## src/rtl/id_ex_stage_pkg.sv

```systemverilog
// rtl/id_ex_stage_pkg.sv - shared opcodes, ALU codes and control-word layout for the ID/EX stage
package id_ex_stage_pkg;

    // Opcodes whose source-register fields are meaningful
    localparam logic [6:0] OP_R      = 7'b0110011;
    localparam logic [6:0] OP_I      = 7'b0010011;
    localparam logic [6:0] OP_LOAD   = 7'b0000011;
    localparam logic [6:0] OP_STORE  = 7'b0100011;
    localparam logic [6:0] OP_BRANCH = 7'b1100011;
    localparam logic [6:0] OP_CTZ    = 7'b1001011;

    // ALUCtl encodings; NOP is the idle code carried by bubbles
    localparam logic [3:0] ALU_ADD = 4'b0000;
    localparam logic [3:0] ALU_SUB = 4'b0001;
    localparam logic [3:0] ALU_AND = 4'b0010;
    localparam logic [3:0] ALU_OR  = 4'b0011;
    localparam logic [3:0] ALU_XOR = 4'b0100;
    localparam logic [3:0] ALU_SLT = 4'b0101;
    localparam logic [3:0] ALU_CTZ = 4'b1000;
    localparam logic [3:0] ALU_NOP = 4'b1111;

    // Control word: {branch, memRead, memtoReg, memWrite, ALUSrc, regWrite, ALUCtl[3:0]}
    localparam int CTRL_W         = 10;
    localparam int CTRL_BRANCH    = 9;
    localparam int CTRL_MEM_READ  = 8;
    localparam int CTRL_MEM_TO_REG = 7;
    localparam int CTRL_MEM_WRITE = 6;
    localparam int CTRL_ALU_SRC   = 5;
    localparam int CTRL_REG_WRITE = 4;

    typedef logic [CTRL_W-1:0] ctrl_word_t;

    // All enables off, ALU idle
    localparam ctrl_word_t CTRL_NOP = {6'b000000, ALU_NOP};

endpackage

```

## src/rtl/id_ex_stage_hazard_detect.sv

```systemverilog
// rtl/id_ex_stage_hazard_detect.sv - combinational operand-use decode and load-use hazard compare
module hazard_detect
    import id_ex_stage_pkg::*;
#(
    parameter int RA_W = 5
) (
    input  logic            i_id_valid,
    input  logic [6:0]      i_id_opcode,
    input  logic [RA_W-1:0] i_id_rs1,
    input  logic [RA_W-1:0] i_id_rs2,
    input  logic            i_ex_valid,
    input  logic            i_ex_mem_read,
    input  logic [RA_W-1:0] i_ex_rd,
    output logic            o_hazard
);

    logic w_use_rs1;
    logic w_use_rs2;
    logic w_rs1_match;
    logic w_rs2_match;

    // Decide which source fields the ID instruction actually reads
    always_comb begin
        w_use_rs1 = 1'b0;
        w_use_rs2 = 1'b0;
        case (i_id_opcode)
            OP_R, OP_STORE, OP_BRANCH: begin
                w_use_rs1 = 1'b1;
                w_use_rs2 = 1'b1;
            end
            OP_I, OP_LOAD, OP_CTZ: begin
                w_use_rs1 = 1'b1;
            end
            default: begin
                w_use_rs1 = 1'b0;
                w_use_rs2 = 1'b0;
            end
        endcase
    end

    assign w_rs1_match = (i_id_rs1 == i_ex_rd);
    assign w_rs2_match = (i_id_rs2 == i_ex_rd);

    // x0 is hardwired, so a load targeting it can never feed a consumer
    assign o_hazard = i_id_valid & i_ex_valid & i_ex_mem_read & (i_ex_rd != '0)
                    & ((w_use_rs1 & w_rs1_match) | (w_use_rs2 & w_rs2_match));

endmodule

```

## src/rtl/id_ex_stage.sv

```systemverilog
// rtl/id_ex_stage.sv - ID/EX pipeline register with load-use stall, branch flush and event counters
module id_ex_stage
    import id_ex_stage_pkg::*;
#(
    parameter int XLEN  = 32,
    parameter int RA_W  = 5,
    parameter int CNT_W = 16
) (
    input  logic             clk,
    input  logic             rst,
    input  logic             id_valid,
    input  logic [6:0]       id_opcode,
    input  logic [RA_W-1:0]  id_rs1,
    input  logic [RA_W-1:0]  id_rs2,
    input  logic [RA_W-1:0]  id_rd,
    input  logic [9:0]       id_ctrl,
    input  logic [XLEN-1:0]  id_pc,
    input  logic [XLEN-1:0]  id_rs1_data,
    input  logic [XLEN-1:0]  id_rs2_data,
    input  logic [XLEN-1:0]  id_imm,
    input  logic             flush,
    output logic             pc_write,
    output logic             if_id_write,
    output logic             ex_valid,
    output logic [9:0]       ex_ctrl,
    output logic [RA_W-1:0]  ex_rs1,
    output logic [RA_W-1:0]  ex_rs2,
    output logic [RA_W-1:0]  ex_rd,
    output logic [XLEN-1:0]  ex_pc,
    output logic [XLEN-1:0]  ex_rs1_data,
    output logic [XLEN-1:0]  ex_rs2_data,
    output logic [XLEN-1:0]  ex_imm,
    output logic [CNT_W-1:0] stall_count,
    output logic [CNT_W-1:0] flush_count
);

    logic             r_valid;
    ctrl_word_t       r_ctrl;
    logic [RA_W-1:0]  r_rs1;
    logic [RA_W-1:0]  r_rs2;
    logic [RA_W-1:0]  r_rd;
    logic [XLEN-1:0]  r_pc;
    logic [XLEN-1:0]  r_rs1_data;
    logic [XLEN-1:0]  r_rs2_data;
    logic [XLEN-1:0]  r_imm;
    logic [CNT_W-1:0] r_stall_count;
    logic [CNT_W-1:0] r_flush_count;
    logic             w_hazard;
    logic             w_stall;

    hazard_detect #(
        .RA_W (RA_W)
    ) u_hazard_detect (
        .i_id_valid    (id_valid),
        .i_id_opcode   (id_opcode),
        .i_id_rs1      (id_rs1),
        .i_id_rs2      (id_rs2),
        .i_ex_valid    (r_valid),
        .i_ex_mem_read (r_ctrl[CTRL_MEM_READ]),
        .i_ex_rd       (r_rd),
        .o_hazard      (w_hazard)
    );

    // A flush discards the ID instruction anyway, so it overrides any stall
    assign w_stall     = w_hazard & ~flush;
    assign pc_write    = ~w_stall;
    assign if_id_write = ~w_stall;

    // Pipeline register: flush bubble, then stall bubble, else capture ID
    always_ff @(posedge clk or posedge rst) begin
        if (rst) begin
            r_valid    <= 1'b0;
            r_ctrl     <= CTRL_NOP;
            r_rs1      <= '0;
            r_rs2      <= '0;
            r_rd       <= '0;
            r_pc       <= '0;
            r_rs1_data <= '0;
            r_rs2_data <= '0;
            r_imm      <= '0;
        end else if (flush || w_hazard) begin
            r_valid <= 1'b0;
            r_ctrl  <= CTRL_NOP;
            r_rs1   <= '0;
            r_rs2   <= '0;
            r_rd    <= '0;
        end else begin
            r_valid    <= id_valid;
            r_ctrl     <= id_valid ? id_ctrl : CTRL_NOP;
            r_rs1      <= id_rs1;
            r_rs2      <= id_rs2;
            r_rd       <= id_rd;
            r_pc       <= id_pc;
            r_rs1_data <= id_rs1_data;
            r_rs2_data <= id_rs2_data;
            r_imm      <= id_imm;
        end
    end

    // Saturating event counters; flush takes the credit when both coincide
    always_ff @(posedge clk or posedge rst) begin
        if (rst) begin
            r_stall_count <= '0;
            r_flush_count <= '0;
        end else if (flush) begin
            if (r_flush_count != '1) begin
                r_flush_count <= r_flush_count + 1'b1;
            end
        end else if (w_hazard) begin
            if (r_stall_count != '1) begin
                r_stall_count <= r_stall_count + 1'b1;
            end
        end
    end

    assign ex_valid    = r_valid;
    assign ex_ctrl     = r_ctrl;
    assign ex_rs1      = r_rs1;
    assign ex_rs2      = r_rs2;
    assign ex_rd       = r_rd;
    assign ex_pc       = r_pc;
    assign ex_rs1_data = r_rs1_data;
    assign ex_rs2_data = r_rs2_data;
    assign ex_imm      = r_imm;
    assign stall_count = r_stall_count;
    assign flush_count = r_flush_count;

endmodule

```

## config.mk

```make
export PLATFORM = sky130hd
export DESIGN_NAME = id_ex_stage
export DESIGN_NICKNAME = d
export VERILOG_FILES = /design/src/rtl/id_ex_stage_pkg.sv /design/src/rtl/id_ex_stage_hazard_detect.sv /design/src/rtl/id_ex_stage.sv
export SDC_FILE = /design/constraint.sdc
export NUM_CORES = 1
export LEC_CHECK = 0
export CAP_MARGIN = 20
export CORE_ASPECT_RATIO = 0.75
export CORE_MARGIN = 2
export CORE_UTILIZATION = 41
export DETAILED_ROUTE_END_ITERATION = 16
export GPL_TIMING_DRIVEN = 0
export PLACE_DENSITY = 0.8
export SLEW_MARGIN = 20
export SYNTH_ARGS = -nofsm -noshare
export SYNTH_HDL_FRONTEND = slang
export SYNTH_SLANG_ARGS = --single-unit
```

## constraint.sdc

```tcl
create_clock -name clk -period 8.6 [get_ports clk]
set_clock_uncertainty 0.15 [all_clocks]
set_input_delay 1.29 -clock clk [delete_from_list [all_inputs] [get_ports clk]]
set_output_delay 1.29 -clock clk [all_outputs]
set_load 0.02 [all_outputs]
```

# Yosys cells after proc, flatten, opt, wreduce, memory -nomap -nowiden
# Cells that the tools add are included.
[op_classes]
bitwise_logic = 10
muxes = 8
eq_ne = 10
add_sub_neg = 2
reduce_logical = 6
[op_table]
columns = ["op", "n"]
rows = [
  ["16-bit by 1-bit adder with 16-bit output, second input constant", 2],
  ["16-bit != test, second input constant", 2],
  ["10-bit two-way mux", 2],
  ["5-bit two-way mux", 3],
  ["7-bit by 6-bit equality test with 1-bit output, second input constant", 2],
  ["7-bit equality test, second input constant", 2],
  ["5-bit equality test", 2],
  ["1-bit bitwise AND", 7],
  ["7-bit by 2-bit equality test with 1-bit output, second input constant", 1],
  ["7-bit by 5-bit equality test with 1-bit output, second input constant", 1],
  ["6-bit OR reduction", 1],
  ["5-bit nonzero test", 1],
  ["1-bit two-way mux", 3],
  ["3-bit AND reduction", 1],
  ["3-bit OR reduction", 1],
  ["1-bit NOT", 2],
  ["2-bit AND reduction", 1],
  ["1-bit logical OR", 1],
  ["1-bit OR", 1],
]
[word_totals]
wordCells = 47
output_inout_bits = 188
regBits = 186
in_bits = 164

# Depth between registers and ports, before layout
# Gate-level depths: netlist (run 1).
[logic_depth]
word_depth = 8
ltp_mapped = 8
depth_no_buf = 6

# By module
# Synthesis (run 1) repeated with hierarchy kept, for this count alone.
[unflattened]
cells_unflattened = 498
area_unflattened_um2 = 7308.3
[modules_own_cells]
columns = ["module", "seq_area_each_um2", "area_per_inst_um2", "n_inst", "cells_per_inst"]
rows = [
  ["id_ex_stage", 4659.5, 7135.6, 1, 476],
  ["hazard_detect", 0.0, 172.7, 1, 22],
]

# Least setup slack after synthesis (run 1)
# Ideal clock, no wire load.
[synth_path]
kind = "input to output"
from = "input port id_rs2[2]"
to = "output port pc_write"
arrival_time_ns = 2.532
required_time_ns = 7.160
path_stages = 6
path_buffers = 1
setup_slack_ns = 4.628
cell_sequence = "xor2_1 a2111oi_2 nand4_1 o22ai_1 inv_1 buf_4"
[synth_between]
elab_chain_len = 6
[synth_rtl]
columns = ["element", "line", "rtl"]
rows = [
  ["start, declared", "id_ex_stage.sv:14", "input logic [RA_W-1:0] id_rs2,"],
  ["5-bit equality test", "id_ex_stage_hazard_detect.sv:42", "assign w_rs2_match = (i_id_rs2 == i_ex_rd);"],
  ["1-bit bitwise AND", "id_ex_stage_hazard_detect.sv:46", "& ((w_use_rs1 & w_rs1_match) | (w_use_rs2 & w_rs2_match));"],
  ["1-bit OR", "id_ex_stage_hazard_detect.sv:46", ""],
  ["1-bit bitwise AND", "id_ex_stage_hazard_detect.sv:46", ""],
  ["1-bit bitwise AND", "id_ex_stage.sv:65", "assign w_stall = w_hazard & ~flush;"],
  ["1-bit NOT", "--", ""],
  ["end, declared", "id_ex_stage.sv:22", "output logic pc_write,"],
]
# Every way passes these cells.

# Worst setup path in the final report (run 1)
[layout_path]
from = "input port id_opcode[2]"
to = "output port pc_write"
[layout_between]
elab_chain_len = 8
elab_cells_between_ends = 16
cone_classes = "eq/ne: 6; mux: 2; bitwise: 6; reduce/logical: 2"
[layout_rtl]
columns = ["element", "line", "rtl"]
rows = [
  ["start, declared", "id_ex_stage.sv:12", "input logic [6:0] id_opcode,"],
  ["7-bit by 6-bit equality test with 1-bit output (tied with other cells)", "id_ex_stage_hazard_detect.sv:26", "case (i_id_opcode)"],
  ["6-bit OR reduction (no line) or 3-bit OR reduction (tied branches)", "--", ""],
  ["1-bit two-way mux", "id_ex_stage_hazard_detect.sv:26", ""],
  ["1-bit bitwise AND", "id_ex_stage_hazard_detect.sv:46", ""],
  ["1-bit OR (*)", "id_ex_stage_hazard_detect.sv:46", ""],
  ["1-bit bitwise AND (*)", "id_ex_stage_hazard_detect.sv:46", ""],
  ["1-bit bitwise AND (*)", "id_ex_stage.sv:65", ""],
  ["1-bit NOT (*)", "id_ex_stage.sv:66", "assign pc_write = ~w_stall;"],
]
# Every way passes the cells marked *; elsewhere a longest branch is shown, timed or not.

==> impl_metrics.toml, run 1 <==
[clock_tree]
post-cts-setup-buffers = 0
cts_root_buf = "clkbuf_16"
cts_resized = 0
clkTransAtPathRegs_ps = 70
cts-hold-fix-buffers = 0
cts_tree = "built"
cts_max_path_buffers = 2
cts.sinks = 186
clk_latency_ps = 420
htreeDepth = 4
numCtsBuffers = 17

[final_layout]
nNetsFinal = 1040
drive_gt1_share_pct = 21.2
fin_area_um2 = 12000
register_area_um2 = 4660
syn2layout_area_growth_pct = 59.4
fillerInstances = 1342
multi_input_area_um2 = 2690
n_antenna_cell = 0
fin_util_pct = 67.4

[power_and_ir_drop]
clock_power_share_pct = 35.3
swShare_pct = 26.8
p_seq_share_pct = 42.5
power_density_nw_per_um2 = 199
p_int_uw = 1750
ir_drop_mv = 0.131
power_frac_comb_pct = 22.1
leakagePower_uw = 0.00513
power_switching_uw = 641

[detailed_routing]
maxUsedRoutingLayer = "met4"
viasPerCell = 4.75
met2_length_mm = 10.9
num_vias = 5355
met3_length_mm = 1.62
antenna_left = 0
drtIter0Drc = 233
drt-pass1-iter-count = 7
routedWlPerCell_um = 18.9
route.detailed.drc = 0
routed_wirelength_mm = 21.4
wl_met1_mm = 8.60

[timing]
finalSetupViolCount = 0
finalHoldViolCount = 0
rsz0062_at_grt = "false"
timing.final.max_slew_violations = 0
fin_crit_sh_pct = 59.1
min_period_ps = 5090
setup_ws_ps = 3510
whs_ps = 334
relSlewSlack_pct = 47.7
fmax_mhz = 197
tightest_slew_ps = 779

[run]
cap_violations = 0

[place]
place_area_um2 = 11400
io_buffers = 350
place_hpwl_mm = 16.3
post-place-ws_ps = 3480
gp_congestion = 0.854

[synthesis]
netlist_instances = 504
yosysMostFrequentCell = "dfrtp_1"
synth_fp_nets = 670
postSynthAreaPerCell_um2 = 14.9
ys_async_sr_fraction_pct = 100
synthTopCellsByArea = "dfrtp_1 60%, mux2_2 12%, mux2_4 10%"
seq_area_frac_synth_pct = 61.9
synth_cell_types = 40
synth_common_cells = "182 x dfrtp_1, 77 x mux2_2, 52 x mux2_4, 25 x xnor2_1, 21 x and2_1"
synth_flop_cell = "dfrtp_1"
synth-warning-count = 0
ys_ff_latch = 186
synth_top_area_share_pct = 60.5
synth_area_leader_cell = "dfrtp_1"
syn_area_um2 = 7530
synth_edf_count = 0

[global_routing]
grt_pass1_vias = 5566
grt_pass1_wl_mm = 32.5
grt-ovfl-total = 0
grt_use_total_pct = 22.2
grt_max_degree = 106
antenna_found_initial = 0

[status]
status = "finished clean"

[worst_setup_path]
reg2reg_slack_ps = 5820
cp-start-kind = "input pin"
crit_end = "pc_write"
crit_fanout = 4
worstSetupStartpoint = "id_opcode[2]"
ff2ff_path_depth = 8
timing.rr.end = "ex_rd[3]"
r2r_start = "ex_rd[2]"
critPathArrivalTime_ps = 3650
cp.required_ps = 7160
criticalPathCategory = "in2out"
end_kind = "output pin"

[floorplan]
core_region_area_um2 = 17800
start_util_pct = 42.3
die_w_um = 161
die_area_um2 = 19500
rows = 42
num_io_pins = 352
die_h_um = 121

[min_path]
hp-class = "reg2reg"
flip-flops by register name, summed over array words and instances, names as in the netlist:
name,cells
ex_rd,5
stall_count,16
ex_ctrl,10
ex_rs1_data,32
ex_pc,32
flush_count,16
ex_rs1,5
ex_rs2_data,32
ex_rs2,5
ex_imm,32
ex_valid,1
worst min-delay path by stage:
stage | cells past startpoint | endpoint | slack [ps] | start
final | 1 | ex_rs2_data[21] | 330 | ex_rs2_data[21]
after global routing | 1 | ex_pc[8] | 370 | ex_pc[8]
after CTS | 1 | ex_rs2_data[21] | 340 | ex_rs2_data[21]
after detailed placement | 1 | ex_rs2_data[21] | 330 | ex_rs2_data[21]
after global placement | 1 | ex_rs2_data[21] | 320 | ex_rs2_data[21]
after floorplan | 1 | flush_count[8] | 440 | flush_count[8]
layer usage:
metal  vias to the layer above  GRT usage [%]
li1                       2484              -
met1                      2655           27.0
met2                       202           38.1
met3                        14           7.38
met4                         0           5.74
met5                         -              0
cells in the final DEF (no fill, tap or decap), types with 8 or more instances in the layout:
| cell | n |
|---|---|
| clkbuf_16 | 17 |
| nand2_1 | 15 |
| dfrtp_1 | 182 |
| nand4_1 | 10 |
| xor2_1 | 11 |
| buf_2 | 9 |
| and3_1 | 8 |
| and2_1 | 21 |
| clkdlybuf4s50_1 | 350 |
| nor2_1 | 11 |
| nand3_1 | 20 |
| mux2_4 | 52 |
| xnor2_1 | 25 |
| mux2_2 | 77 |
worst max-delay path, cell delays in order:
cell	delay (ps)
clkdlybuf4s50_1	430
nand4b_1	280
a211oi_2	340
nand3_1	170
o22ai_1	340
inv_1	130
buf_4	150
clkdlybuf4s50_1	520
power groups by stage:
stage          Clock, uW  Sequential, uW  Combinational (uW)
3_3_place_gp           0            1030                 527
5_1_grt              901            1030                 561
3_5_place_dp           0            1030                 535
2_1_floorplan          0            1130                 145
6_report             846            1020                 530
4_1_cts              864            1020                 538
through the flow:
stage | setup TNS [ps] | cells | power (uW)
finish | 0 | 1128 | 2390
detailed placement | 0 | 1097 | 1570
CTS | 0 | 1128 | 2420
global route | 0 | 1128 | 2490
global placement | -75430 | 1096 | 1560
floorplan | 0 | 504 | 1270
final cells by class:
cell class	instances	area share (%)
inverter	8	0.313
tap	242	2.52
timing repair buffer	351	29.4
buffer	21	1.25
clock inverter	12	1.57
multi-input combinational	289	22.4
sequential	186	38.8
clock buffer	19	3.69
logic make-up (layout without fill, tap and decap cells):
kind of cell	after synthesis	in the layout	share of synthesized area, %
AOI/OAI and AO/OA	14	14	1.41
and+or+nand+nor	105	105	7.51
muxes	132	132	22.3
xor gates and xnor gates	36	36	4.19
buffers and inverters	29	411	2.39
adders and majority gates	2	2	0.332
DFF	186	186	61.9
(Power assumes the default switching activity.)
==> inputs of run 2 (changes only) <==
- CORE_UTILIZATION: 41 -> 37
- PLACE_DENSITY: 0.8 -> 0.76
- clock period: 8.6 -> 4.6 ns (I/O delays scaled with it)
==> run 2 against run 1 <==
First-iteration DRC count down 11%; wire length fell by 5.5%; clock power increased by 100%; register-to-register slack got worse by 4000 ps.
==> impl_metrics.toml, run 2 (synthesis results as in run 1) <==
[status]
status = "finished clean"

[clock_tree]
cts_resized = 0
clk_latency_ps = 420
cts-hold-fix-buffers = 0
htreeDepth = 4
numCtsBuffers = 17
cts.sinks = 186
cts_root_buf = "clkbuf_16"
cts_tree = "built"
clkTransAtPathRegs_ps = 70
post-cts-setup-buffers = 0
cts_max_path_buffers = 2

[place]
gp_congestion = 0.793
place_hpwl_mm = 15.6
post-place-ws_ps = 696
io_buffers = 350

[detailed_routing]
route.detailed.drc = 0
num_vias = 5366
drt-pass1-iter-count = 4
antenna_left = 0
routed_wirelength_mm = 20.2
drtIter0Drc = 207
routedWlPerCell_um = 17.6
viasPerCell = 4.67

[worst_setup_path]
cp-start-kind = "input pin"
cp.required_ps = 3760
worstSetupStartpoint = "id_rs2[2]"
criticalPathCategory = "in2out"
r2r_start = "ex_rd[2]"
end_kind = "output pin"
critPathArrivalTime_ps = 3060
crit_fanout = 4

[timing]
setup_ws_ps = 698
relSlewSlack_pct = 50.7
min_period_ps = 3900
fmax_mhz = 256
timing.final.max_slew_violations = 0
finalHoldViolCount = 0
finalSetupViolCount = 0
rsz0062_at_grt = "false"
fin_crit_sh_pct = 84.8
tightest_slew_ps = 734

[global_routing]
grt_use_total_pct = 18.8
antenna_found_initial = 0
grt-ovfl-total = 0
grt_pass1_vias = 5596
grt_max_degree = 35
grt_pass1_wl_mm = 31.2

[min_path]
hp-class = "reg2reg"
hold_start = "ex_rs1_data[0]"

[final_layout]
register_area_um2 = 4660
final_common_cell = "clkdlybuf4s50_1"
multi_input_area_um2 = 2690
syn2layout_area_growth_pct = 61.5
final_cell_mix = "350 x clkdlybuf4s50_1, 182 x dfrtp_1, 77 x mux2_2"
drive_gt1_share_pct = 21.7
fin_util_pct = 60.5
nNetsFinal = 1045
n_antenna_cell = 0
fillerInstances = 1614

[power_and_ir_drop]
ir_drop_mv = 0.187
leakagePower_uw = 0.00519
power_density_nw_per_um2 = 376
fin_total_pwr_uw = 4580

[floorplan]
num_io_pins = 352
die_h_um = 128
start_util_pct = 37.5
die_w_um = 169
core_region_area_um2 = 20100
rows = 45
die_area_um2 = 21500

[run]
cap_violations = 0
## run 2: cell count changes in the layout (fill, tap and decap cells not counted), sizes merged
cell / previous run / this run
buf: 19 / 24
bufinv: 4 / 6
clkbuf: 22 / 21
clkinv: 3 / 1
clkinvlp: 1 / 2
inv: 12 / 11
## run 2: final timing paths
kind	slack, ps	cells past startpoint	endpoint
setup / recovery	700	8	pc_write
hold / removal	340	1	ex_rs1_data[0]
setup reg to reg	1790	8	ex_rs2[0]
hold reg to reg	340	1	ex_rs1_data[0]
max in group asynchronous	2890	5	flush_count[9]
min in group asynchronous	490	2	ex_rs2_data[15]
## run 2: worst max-delay path, stage by stage
cell and delay, ps:
clkdlybuf4s50_1 460, xor2_1 170, a2111oi_2 450, nand4_1 150
o22ai_1 340, inv_1 120, buf_4 150, clkdlybuf4s50_1 530
## run 2: through the flow
step	area, um2	setup TNS [ps]	hold slack (ps)	cells
final	12200	0	339	1148
after global routing	12200	0	359	1148
after CTS	12200	0	345	1148
after detailed placement	11500	0	330	1118
after global placement	11400	-32160	319	1112
after floorplan	7540	0	443	504
## run 2: cell type report
class / count / area share [%]
plain buffers: 21 / 1.23
clock buffers: 18 / 3.61
clock inverters: 12 / 1.92
inverters: 8 / 0.278
multi-input cells: 289 / 22.1
flip-flops and latches: 186 / 38.3
well taps: 258 / 2.65
repair buffers: 356 / 29.8
## run 2: per-layer routing
layer,vias up,global-route usage [%],wire length [um]
met5,-,0,0
met2,221,32.6,10100
met1,2641,22.7,8260
met4,0,5.02,252
met3,17,6.23,1590
li1,2487,-,-
## run 2: where the power goes
group | total (uW) | switching [uW] | internal [uW]
Combinational | 992 | 430 | 561
Clock | 1690 | 646 | 1040
Sequential | 1900 | 112 | 1790
